--- config.mk ---
export PLATFORM = sky130hd
export DESIGN_NAME = pr_read_arbiter
export DESIGN_NICKNAME = d
export VERILOG_FILES = /design/src/rtl/pr_read_arbiter_pkg.sv /design/src/rtl/pr_wrr_grant.sv /design/src/rtl/pr_read_arbiter.sv
export SDC_FILE = /design/constraint.sdc
export NUM_CORES = 1
export LEC_CHECK = 0
export CORE_AREA = 2 2 704 706
export CTS_CLUSTER_SIZE = 28
export DETAILED_ROUTE_END_ITERATION = 16
export DIE_AREA = 0 0 706 708
export SLEW_MARGIN = 20
export SYNTH_ARGS = -nofsm -noshare
export SYNTH_HDL_FRONTEND = slang
export SYNTH_SLANG_ARGS = --single-unit
--- constraint.sdc ---
create_clock -name clk -period 8.47 [get_ports clk]
set_input_delay 1.694 -clock clk [delete_from_list [all_inputs] [get_ports clk]]
set_output_delay 1.694 -clock clk [all_outputs]
set_load 0.05 [all_outputs]
--- src/rtl/pr_read_arbiter_pkg.sv ---
// Shared constants and types for the PageRank read-port arbiter.
// Requester IDs, AXI field widths and the grant encoding live here so the
// top level and the grant logic agree on them.
package pr_read_arbiter_pkg;

    localparam int ID_W   = 16;
    localparam int ADDR_W = 64;
    localparam int LEN_W  = 8;
    localparam int DATA_W = 512;
    localparam int RESP_W = 2;
    localparam int SIZE_W = 3;

    localparam logic [ID_W-1:0]   VERT_ID    = 16'd0;
    localparam logic [ID_W-1:0]   IE_ID      = 16'd1;
    localparam logic [SIZE_W-1:0] ARSIZE_64B = 3'b110;

    typedef enum logic [1:0] {
        GRANT_NONE = 2'd0,
        GRANT_VERT = 2'd1,
        GRANT_IE   = 2'd2
    } grant_e;

    // AXI ID carried by a burst granted to the given requester
    function automatic logic [ID_W-1:0] grant_to_id(input grant_e g);
        return (g == GRANT_IE) ? IE_ID : VERT_ID;
    endfunction

endpackage

--- src/rtl/pr_wrr_grant.sv ---
// Weighted round-robin pick between the vertex and in-edge requesters.
// A requester is eligible only while its outstanding bursts, including one
// already parked in the AR slot, stay below the limit. The in-edge stream may
// take up to EDGE_WEIGHT grants in a row before the vertex stream is preferred.
import pr_read_arbiter_pkg::*;

module pr_wrr_grant #(
    parameter int EDGE_WEIGHT     = 4,
    parameter int MAX_OUTSTANDING = 4,
    parameter int CNT_W           = 8
) (
    input  logic             clk,
    input  logic             rst,
    input  logic             v_req_valid,
    input  logic             ie_req_valid,
    input  logic [CNT_W-1:0] v_count,
    input  logic [CNT_W-1:0] ie_count,
    input  logic             v_in_slot,
    input  logic             ie_in_slot,
    input  logic             slot_free,
    output grant_e           grant,
    output logic             accept,
    output logic             v_req_ready,
    output logic             ie_req_ready
);

    localparam int RUN_W = $clog2(EDGE_WEIGHT + 1);
    localparam logic [RUN_W-1:0] RUN_MAX = RUN_W'(EDGE_WEIGHT);
    localparam logic [RUN_W-1:0] RUN_ONE = RUN_W'(1);
    localparam logic [CNT_W:0]   MAX_LIM = (CNT_W + 1)'(MAX_OUTSTANDING);

    logic [RUN_W-1:0] ie_run;
    logic [CNT_W:0]   v_eff;
    logic [CNT_W:0]   ie_eff;
    logic             v_eligible;
    logic             ie_eligible;

    assign v_eff  = {1'b0, v_count}  + {{CNT_W{1'b0}}, v_in_slot};
    assign ie_eff = {1'b0, ie_count} + {{CNT_W{1'b0}}, ie_in_slot};

    assign v_eligible  = v_req_valid  & (v_eff  < MAX_LIM);
    assign ie_eligible = ie_req_valid & (ie_eff < MAX_LIM);

    // Pick at most one requester; in-edge wins ties until its run is used up
    always_comb begin
        grant = GRANT_NONE;
        if (v_eligible && ie_eligible) begin
            grant = (ie_run < RUN_MAX) ? GRANT_IE : GRANT_VERT;
        end else if (v_eligible) begin
            grant = GRANT_VERT;
        end else if (ie_eligible) begin
            grant = GRANT_IE;
        end
    end

    assign accept       = slot_free & ~rst & (grant != GRANT_NONE);
    assign v_req_ready  = accept & (grant == GRANT_VERT);
    assign ie_req_ready = accept & (grant == GRANT_IE);

    // Track consecutive in-edge grants; a vertex grant restarts the run
    always_ff @(posedge clk) begin
        if (rst) begin
            ie_run <= RUN_MAX;
        end else if (accept) begin
            if (grant == GRANT_VERT) begin
                ie_run <= '0;
            end else if (ie_run < RUN_MAX) begin
                ie_run <= ie_run + RUN_ONE;
            end
        end
    end

endmodule

--- src/rtl/pr_read_arbiter.sv ---
// Shares one AXI read port between the PageRank vertex fetcher (ID 0) and
// in-edge fetcher (ID 1). Bursts are tagged with the requester ID on AR and
// read beats are steered back by rid. Per-requester outstanding counts keep
// each requester's receive FIFO from overflowing.
import pr_read_arbiter_pkg::*;

module pr_read_arbiter #(
    parameter int                EDGE_WEIGHT     = 4,
    parameter int                MAX_OUTSTANDING = 4,
    parameter int                CNT_W           = 8,
    parameter logic [SIZE_W-1:0] ARSIZE          = ARSIZE_64B
) (
    input  logic              clk,
    input  logic              rst,

    input  logic              v_req_valid,
    output logic              v_req_ready,
    input  logic [ADDR_W-1:0] v_req_addr,
    input  logic [LEN_W-1:0]  v_req_len,

    input  logic              ie_req_valid,
    output logic              ie_req_ready,
    input  logic [ADDR_W-1:0] ie_req_addr,
    input  logic [LEN_W-1:0]  ie_req_len,

    output logic              v_rsp_valid,
    output logic [DATA_W-1:0] v_rsp_data,
    output logic              v_rsp_last,
    input  logic              v_rsp_ready,

    output logic              ie_rsp_valid,
    output logic [DATA_W-1:0] ie_rsp_data,
    output logic              ie_rsp_last,
    input  logic              ie_rsp_ready,

    output logic [ID_W-1:0]   arid_m,
    output logic [ADDR_W-1:0] araddr_m,
    output logic [LEN_W-1:0]  arlen_m,
    output logic [SIZE_W-1:0] arsize_m,
    output logic              arvalid_m,
    input  logic              arready_m,

    input  logic [ID_W-1:0]   rid_m,
    input  logic [DATA_W-1:0] rdata_m,
    input  logic [RESP_W-1:0] rresp_m,
    input  logic              rlast_m,
    input  logic              rvalid_m,
    output logic              rready_m,

    output logic [CNT_W-1:0]  v_outstanding,
    output logic [CNT_W-1:0]  ie_outstanding,
    output logic              rresp_err,
    output logic              bad_id_err,
    output logic              idle
);

    localparam logic [CNT_W-1:0] CNT_ONE = CNT_W'(1);
    localparam logic [CNT_W-1:0] CNT_MAX = '1;

    grant_e grant;
    logic   accept;
    logic   slot_free;
    logic   ar_hs;
    logic   r_hs;
    logic   v_in_slot;
    logic   ie_in_slot;
    logic   v_inc;
    logic   v_dec;
    logic   ie_inc;
    logic   ie_dec;

    assign slot_free  = ~arvalid_m | arready_m;
    assign ar_hs      = arvalid_m & arready_m;
    assign r_hs       = rvalid_m & rready_m;
    assign v_in_slot  = arvalid_m & (arid_m == VERT_ID);
    assign ie_in_slot = arvalid_m & (arid_m == IE_ID);

    assign v_inc  = ar_hs & (arid_m == VERT_ID);
    assign ie_inc = ar_hs & (arid_m == IE_ID);
    assign v_dec  = r_hs & rlast_m & (rid_m == VERT_ID);
    assign ie_dec = r_hs & rlast_m & (rid_m == IE_ID);

    assign arsize_m = ARSIZE;
    assign idle     = ~arvalid_m & (v_outstanding == '0) & (ie_outstanding == '0);

    pr_wrr_grant #(
        .EDGE_WEIGHT     (EDGE_WEIGHT),
        .MAX_OUTSTANDING (MAX_OUTSTANDING),
        .CNT_W           (CNT_W)
    ) u_grant (
        .clk          (clk),
        .rst          (rst),
        .v_req_valid  (v_req_valid),
        .ie_req_valid (ie_req_valid),
        .v_count      (v_outstanding),
        .ie_count     (ie_outstanding),
        .v_in_slot    (v_in_slot),
        .ie_in_slot   (ie_in_slot),
        .slot_free    (slot_free),
        .grant        (grant),
        .accept       (accept),
        .v_req_ready  (v_req_ready),
        .ie_req_ready (ie_req_ready)
    );

    // AR slot: load the granted request, hold it stable until arready
    always_ff @(posedge clk) begin
        if (rst) begin
            arvalid_m <= 1'b0;
            arid_m    <= '0;
            araddr_m  <= '0;
            arlen_m   <= '0;
        end else if (accept) begin
            arvalid_m <= 1'b1;
            arid_m    <= grant_to_id(grant);
            araddr_m  <= (grant == GRANT_IE) ? ie_req_addr : v_req_addr;
            arlen_m   <= (grant == GRANT_IE) ? ie_req_len  : v_req_len;
        end else if (arready_m) begin
            arvalid_m <= 1'b0;
        end
    end

    // Outstanding bursts: up on AR issue, down on last beat, saturating both ways
    always_ff @(posedge clk) begin
        if (rst) begin
            v_outstanding  <= '0;
            ie_outstanding <= '0;
        end else begin
            case ({v_inc, v_dec})
                2'b10:   if (v_outstanding != CNT_MAX) v_outstanding <= v_outstanding + CNT_ONE;
                2'b01:   if (v_outstanding != '0)      v_outstanding <= v_outstanding - CNT_ONE;
                default: v_outstanding <= v_outstanding;
            endcase
            case ({ie_inc, ie_dec})
                2'b10:   if (ie_outstanding != CNT_MAX) ie_outstanding <= ie_outstanding + CNT_ONE;
                2'b01:   if (ie_outstanding != '0)      ie_outstanding <= ie_outstanding - CNT_ONE;
                default: ie_outstanding <= ie_outstanding;
            endcase
        end
    end

    // Steer each R beat to its owner by rid; unknown IDs are drained and dropped
    always_comb begin
        v_rsp_valid  = 1'b0;
        v_rsp_data   = rdata_m;
        v_rsp_last   = rlast_m;
        ie_rsp_valid = 1'b0;
        ie_rsp_data  = rdata_m;
        ie_rsp_last  = rlast_m;
        rready_m     = 1'b1;
        if (rid_m == VERT_ID) begin
            v_rsp_valid = rvalid_m;
            rready_m    = v_rsp_ready;
        end else if (rid_m == IE_ID) begin
            ie_rsp_valid = rvalid_m;
            rready_m     = ie_rsp_ready;
        end
    end

    // Sticky error flags for bad responses and stray IDs
    always_ff @(posedge clk) begin
        if (rst) begin
            rresp_err  <= 1'b0;
            bad_id_err <= 1'b0;
        end else if (r_hs) begin
            if (rresp_m != '0) begin
                rresp_err <= 1'b1;
            end
            if ((rid_m != VERT_ID) && (rid_m != IE_ID)) begin
                bad_id_err <= 1'b1;
            end
        end
    end

endmodule

* Word-level counts from Yosys, hierarchy flattened
Cells that the tools add are included.
Word-level totals: register bits after elaboration 110, input bits 683, output and inout bits 1142
Cells by class: add/sub/neg operators 7, order comparisons 3, eq/ne operators 15, multiplexer cells 22, bitwise logic cells 20, reductions and logical operators 20
Operators by type and width (count):
- 2-to-1 mux 64 bit | 1
- 2-to-1 mux 8 bit | 5
- equality test 16 x 1 -> 1 bit (second input constant) | 2
- logical NOT 16 bit | 2
- one-hot mux 8 bit (2 select lines) | 2
- adder 8 x 1 -> 9 bit | 2
- less-than comparator 9 x 3 -> 1 bit (second input constant) | 2
- bitwise AND 1 bit | 17
- adder 8 x 1 -> 8 bit (second input constant) | 2
- logical NOT 8 bit | 2
- != test 16 x 1 -> 1 bit (second input constant) | 1
- != test 8 bit (second input constant) | 2
- nonzero test 16 bit | 1
- nonzero test 8 bit | 2
- subtractor 8 x 1 -> 8 bit (second input constant) | 2
- nonzero test 2 bit | 6
- 2-to-1 mux 1 bit | 8
- 2-to-1 mux 2 bit | 4
- != test 2 bit (second input constant) | 4
- equality test 2 x 1 -> 1 bit (second input constant) | 3
- equality test 2 bit (second input constant) | 3
- 2-to-1 mux 3 bit | 2
- AND reduction 2 bit | 3
- AND reduction 3 bit | 2
- other kinds (5) | 7

* Depth between registers and ports, before layout
depth after elaboration 11, gate-level depth with buffers 12

* By module
Synthesis repeated with hierarchy kept, for this count alone.
Unflattened totals: cell total of the unflattened synthesis 1601, area total of the unflattened synthesis 12851.1 um^2
By module, submodules not included:
- pr_read_arbiter | times used 1, cells an instance 1564, area an instance 12542.0 um^2, seq. area each 1841.8 um^2
- pr_wrr_grant | times used 1, cells an instance 37, area an instance 309.0 um^2, seq. area each 60.1 um^2

* Least setup slack after synthesis
No wires, ideal clock.
kind in2out, start point in rid_m[10], end point out v_rsp_valid, data arrival time 3.303 ns, path slack 3.473 ns, stages on the path 6, buffers on the path 2, path through nor4_1 > and4_1 > clkbuf_1 > buf_2 > nand2_1 > nor2_1
On the way: cells in the longest elaborated chain, start to end 2
Ends and longest elaborated chain:
- start: declaration | RTL line pr_read_arbiter.sv:43 | input logic [ID_W-1:0] rid_m,
- logical NOT 16 bit | RTL line pr_read_arbiter.sv:151 | if (rid_m == VERT_ID) begin
- 2-to-1 mux 1 bit | RTL line pr_read_arbiter.sv:151
- end: declaration | RTL line pr_read_arbiter.sv:26 | output logic v_rsp_valid,
Every way passes these cells.

* Final worst setup path
start point in rid_m[12], end point out rready_m
On the way: cells in the longest elaborated chain, start to end 3
Ends and longest elaborated chain:
- equality test 16 x 1 -> 1 bit | RTL line pr_read_arbiter.sv:154 | end else if (rid_m == IE_ID) begin
- 2-to-1 mux 1 bit | RTL line pr_read_arbiter.sv:154
- 2-to-1 mux 1 bit * | RTL line pr_read_arbiter.sv:151
- end: declaration | RTL line pr_read_arbiter.sv:48 | output logic rready_m,
Mark *: on every way between the ends. The rest lies on a longest branch, timed or not.

==> qor.csv <==
stage;metric;value;unit
timing;tightest_slew;1150;ps
synth;synth-async-reset-ratio;0;%
placed_design;portBuffers;270;
cts;clkLatencyLatePin;450;ps
synth;syn_avg_cell_area;8.22;µm²
setup_path;r2r_slack;4650;ps
cts;cts_buffer_depth;2;
floorplanning;start_util;2.68;%
cts;cts.sinks;95;
power_and_ir_drop;leakage;3.60;nW
setup_path;crit_fanout;2;
cts;cts_made_buffers;9;
timing;setup_tns;0;ps
setup_path;regToRegEndpoint;araddr_m[62];
drt;drt-total-wl;341000;µm
worst_hold_path;hp-class;flip-flop to flip-flop;
power_and_ir_drop;vdd_drop_max;0.189;mV
global_route;grtUsageTotal;13.1;%
cts;clkSlewWorstSetupHoldPaths;80;ps
drt;first_pass_iters;5;
setup_path;rr_worst_depth;7;
timing;fin_skew;43.0;ps
timing;fmax;157;MHz
synth;synth-seq-cells;95;
worst_hold_path;hold_path_depth;2;
cts;h-tree-depth;3;
setup_path;regToRegStartpoint;v_outstanding[0];
cts;cts_tree;yes;
synth;ys.warnings.count;0;
global_route;antenna_found_initial;75;
layout;final_layout_size_suffix_gt1_share;6.09;%
layout;mostFrequentLayoutCells;clkdlybuf4s50_1 (257), mux2i_1 (145), dfxtp_1 (95);
job;drv_cap;0;
global_route;grt_pass1_vias;7604;
synth;ys_types;59;
global_route;grt_start_max_net_pins;73;
synth;synth_edf_count;0;
layout;syn_to_final_growth;24.7;%
synth;synth_flop_cell;dfxtp_1;
synth;syn_inst;1606;
drt;drc_errors;0;
timing;finalMaxSlewViolations;0;
setup_path;critPathRequiredTime;6780;ps
floorplanning;dieArea;500000;µm²
floorplanning;num_io_pins;1825;
layout;final_common_cell;clkdlybuf4s50_1;
timing;rsz0062_at_grt;false;
floorplanning;fp.dieW;706;µm
setup_path;cp-start-kind;primary input;
layout;final_util;3.35;%
drt;postRouteAntennaNets;0;
synth;seq_area_frac_synth;14.4;%
worst_hold_path;hold_start;araddr_m[54];
timing;fin_crit;6370;ps
cts;root_buffer;clkbuf_16;
placed_design;gp_congestion;0.792;
setup_path;endpoint_kind;primary output;
cts;cts_setup_buffers;0;
synth;syn_area;13200;µm²
floorplanning;row_count;258;
timing;hold_violations;0;
drt;drtIter0Drc;891;
drt;routed_via_density;1.20;
timing;setup_viol;0;
layout;nets;1525;
worst_hold_path;hold_end;araddr_m[54];
power_and_ir_drop;power_per_cell_area;98.2;nW/µm²
global_route;grt.overflow.total;0;
drt;post_drt_wl_per_cell;46.3;µm
cts;hold_buffers;0;
timing;finalCritPeriodShare;75.2;%
global_route;grt_pass1_wl;361000;µm
status;status;finished, final reports clean;
placed_design;dp_hpwl;323000;µm
setup_path;crit_arrival;4680;ps
layout;fillers;58500;
power_and_ir_drop;power.total;0.00162;W
setup_path;crit_type;primary input to primary output;
timing;relSlewSlack;22.8;%
floorplanning;die_y;708;µm
floorplanning;coreArea;492000;µm²
cts;ctsResizeCount;0;
drt;vias;8845;
power breakdown:
group	internal (W)	switching (W)
combinational	0.000204	0.000326
clock	0.000268	0.000300
sequential	0.000491	0.0000280
routing by layer:
metal,wire (µm),vias to the layer above,track usage (%)
met5,3340,-,4.51
met4,11100,62,3.56
met2,138000,2574,18.7
met1,44200,3325,4.72
met3,145000,325,26.5
li1,-,2559,-
sequential cells by signal, summed over array words and instances (netlist names):
| signal | flops |
|---|---|
| araddr_m | 64 |
| arlen_m | 8 |
| ie_outstanding | 8 |
| v_outstanding | 8 |
| u_grant.ie_run | 3 |
| arid_m | 1 |
| arvalid_m | 1 |
| bad_id_err | 1 |
| rresp_err | 1 |
cell usage after synthesis (all sizes together) (2+ instances only):
cell type     n  area (µm²)
buf        1066        8020
mux2i       145        1450
dfxtp        95        1900
nand2        51         196
nand2b       44         275
nor2         23        86.3
a21oi        17        85.1
clkbuf       14        52.6
inv          11        41.3
nor4         11        90.1
nand3        10        50.1
nor3         10        50.1
ha            9         113
o21ai         9        45.0
mux2          8        90.1
nor2b         8        50.1
nand4         7        43.8
xnor2         5        43.8
a2111oi       4        35.0
a211oi        4        35.0
a22oi         4        30.0
and3          4        25.0
and4          4        35.0
a21o          3        22.5
and2          3        18.8
nand3b        3        22.5
o211a         3        30.0
or4           3        26.3
a21boi        2        15.0
a31oi         2        18.8
conb          2        7.51
o2111ai       2        17.5
o211ai        2        15.0
o21a          2        15.0
o31ai         2        15.0
worst max-delay path: stages:
cell and delay, ps:
clkdlybuf4s50_1 470, nor4_1 540, and4_1 630, nand3_1 480
clkdlybuf4s50_1 840
cell type report:
cell class	count	area, µm²	area share [%]
Antenna cell	24	60.1	0.365
Clock buffer	9	225	1.37
Clock inverter	7	109	0.661
Inverter	12	45.0	0.274
Multi-Input combinational cell	435	3260	19.8
Sequential cell	95	1900	11.5
Tap cell	6500	8130	49.4
Timing Repair Buffer	279	2730	16.6
how the worst max path moves through the flow:
| stage | start | endpoint | slack, ps |
|---|---|---|---|
| 5_1_grt | rid_m[5] | rready_m | 1870 |
| 2_1_floorplan | rid_m[10] | v_rsp_valid | 3470 |
| 3_5_place_dp | rid_m[5] | rready_m | 1750 |
| 4_1_cts | rid_m[5] | rready_m | 1740 |
| 3_3_place_gp | rid_m[5] | rready_m | 1700 |
| 6_report | rid_m[12] | rready_m | 2100 |
metrics by stage:
| step | hold slack, ps | setup WS (ps) | instance area [µm²] | instances |
|---|---|---|---|---|
| final | 465 | 2100 | 16500 | 7361 |
| after CTS | 467 | 1740 | 16400 | 7337 |
| after global placement | 445 | 1700 | 16100 | 7321 |
| after detailed placement | 453 | 1750 | 16100 | 7321 |
| after floorplan | 457 | 3470 | 13300 | 1622 |
| after global routing | 486 | 1870 | 16400 | 7350 |
cells by family after synthesis:
kind of cell,share of synthesized area (%)
DFF,14.4
buffers and inverters,61.5
xor gates and xnor gates,0.398
other,0.0569
adders and majority gates,1.00
and+or+nand+nor,7.73
muxes,11.7
AOI/OAI and AO/OA,3.23
Power figures use the tool's default switching activity.
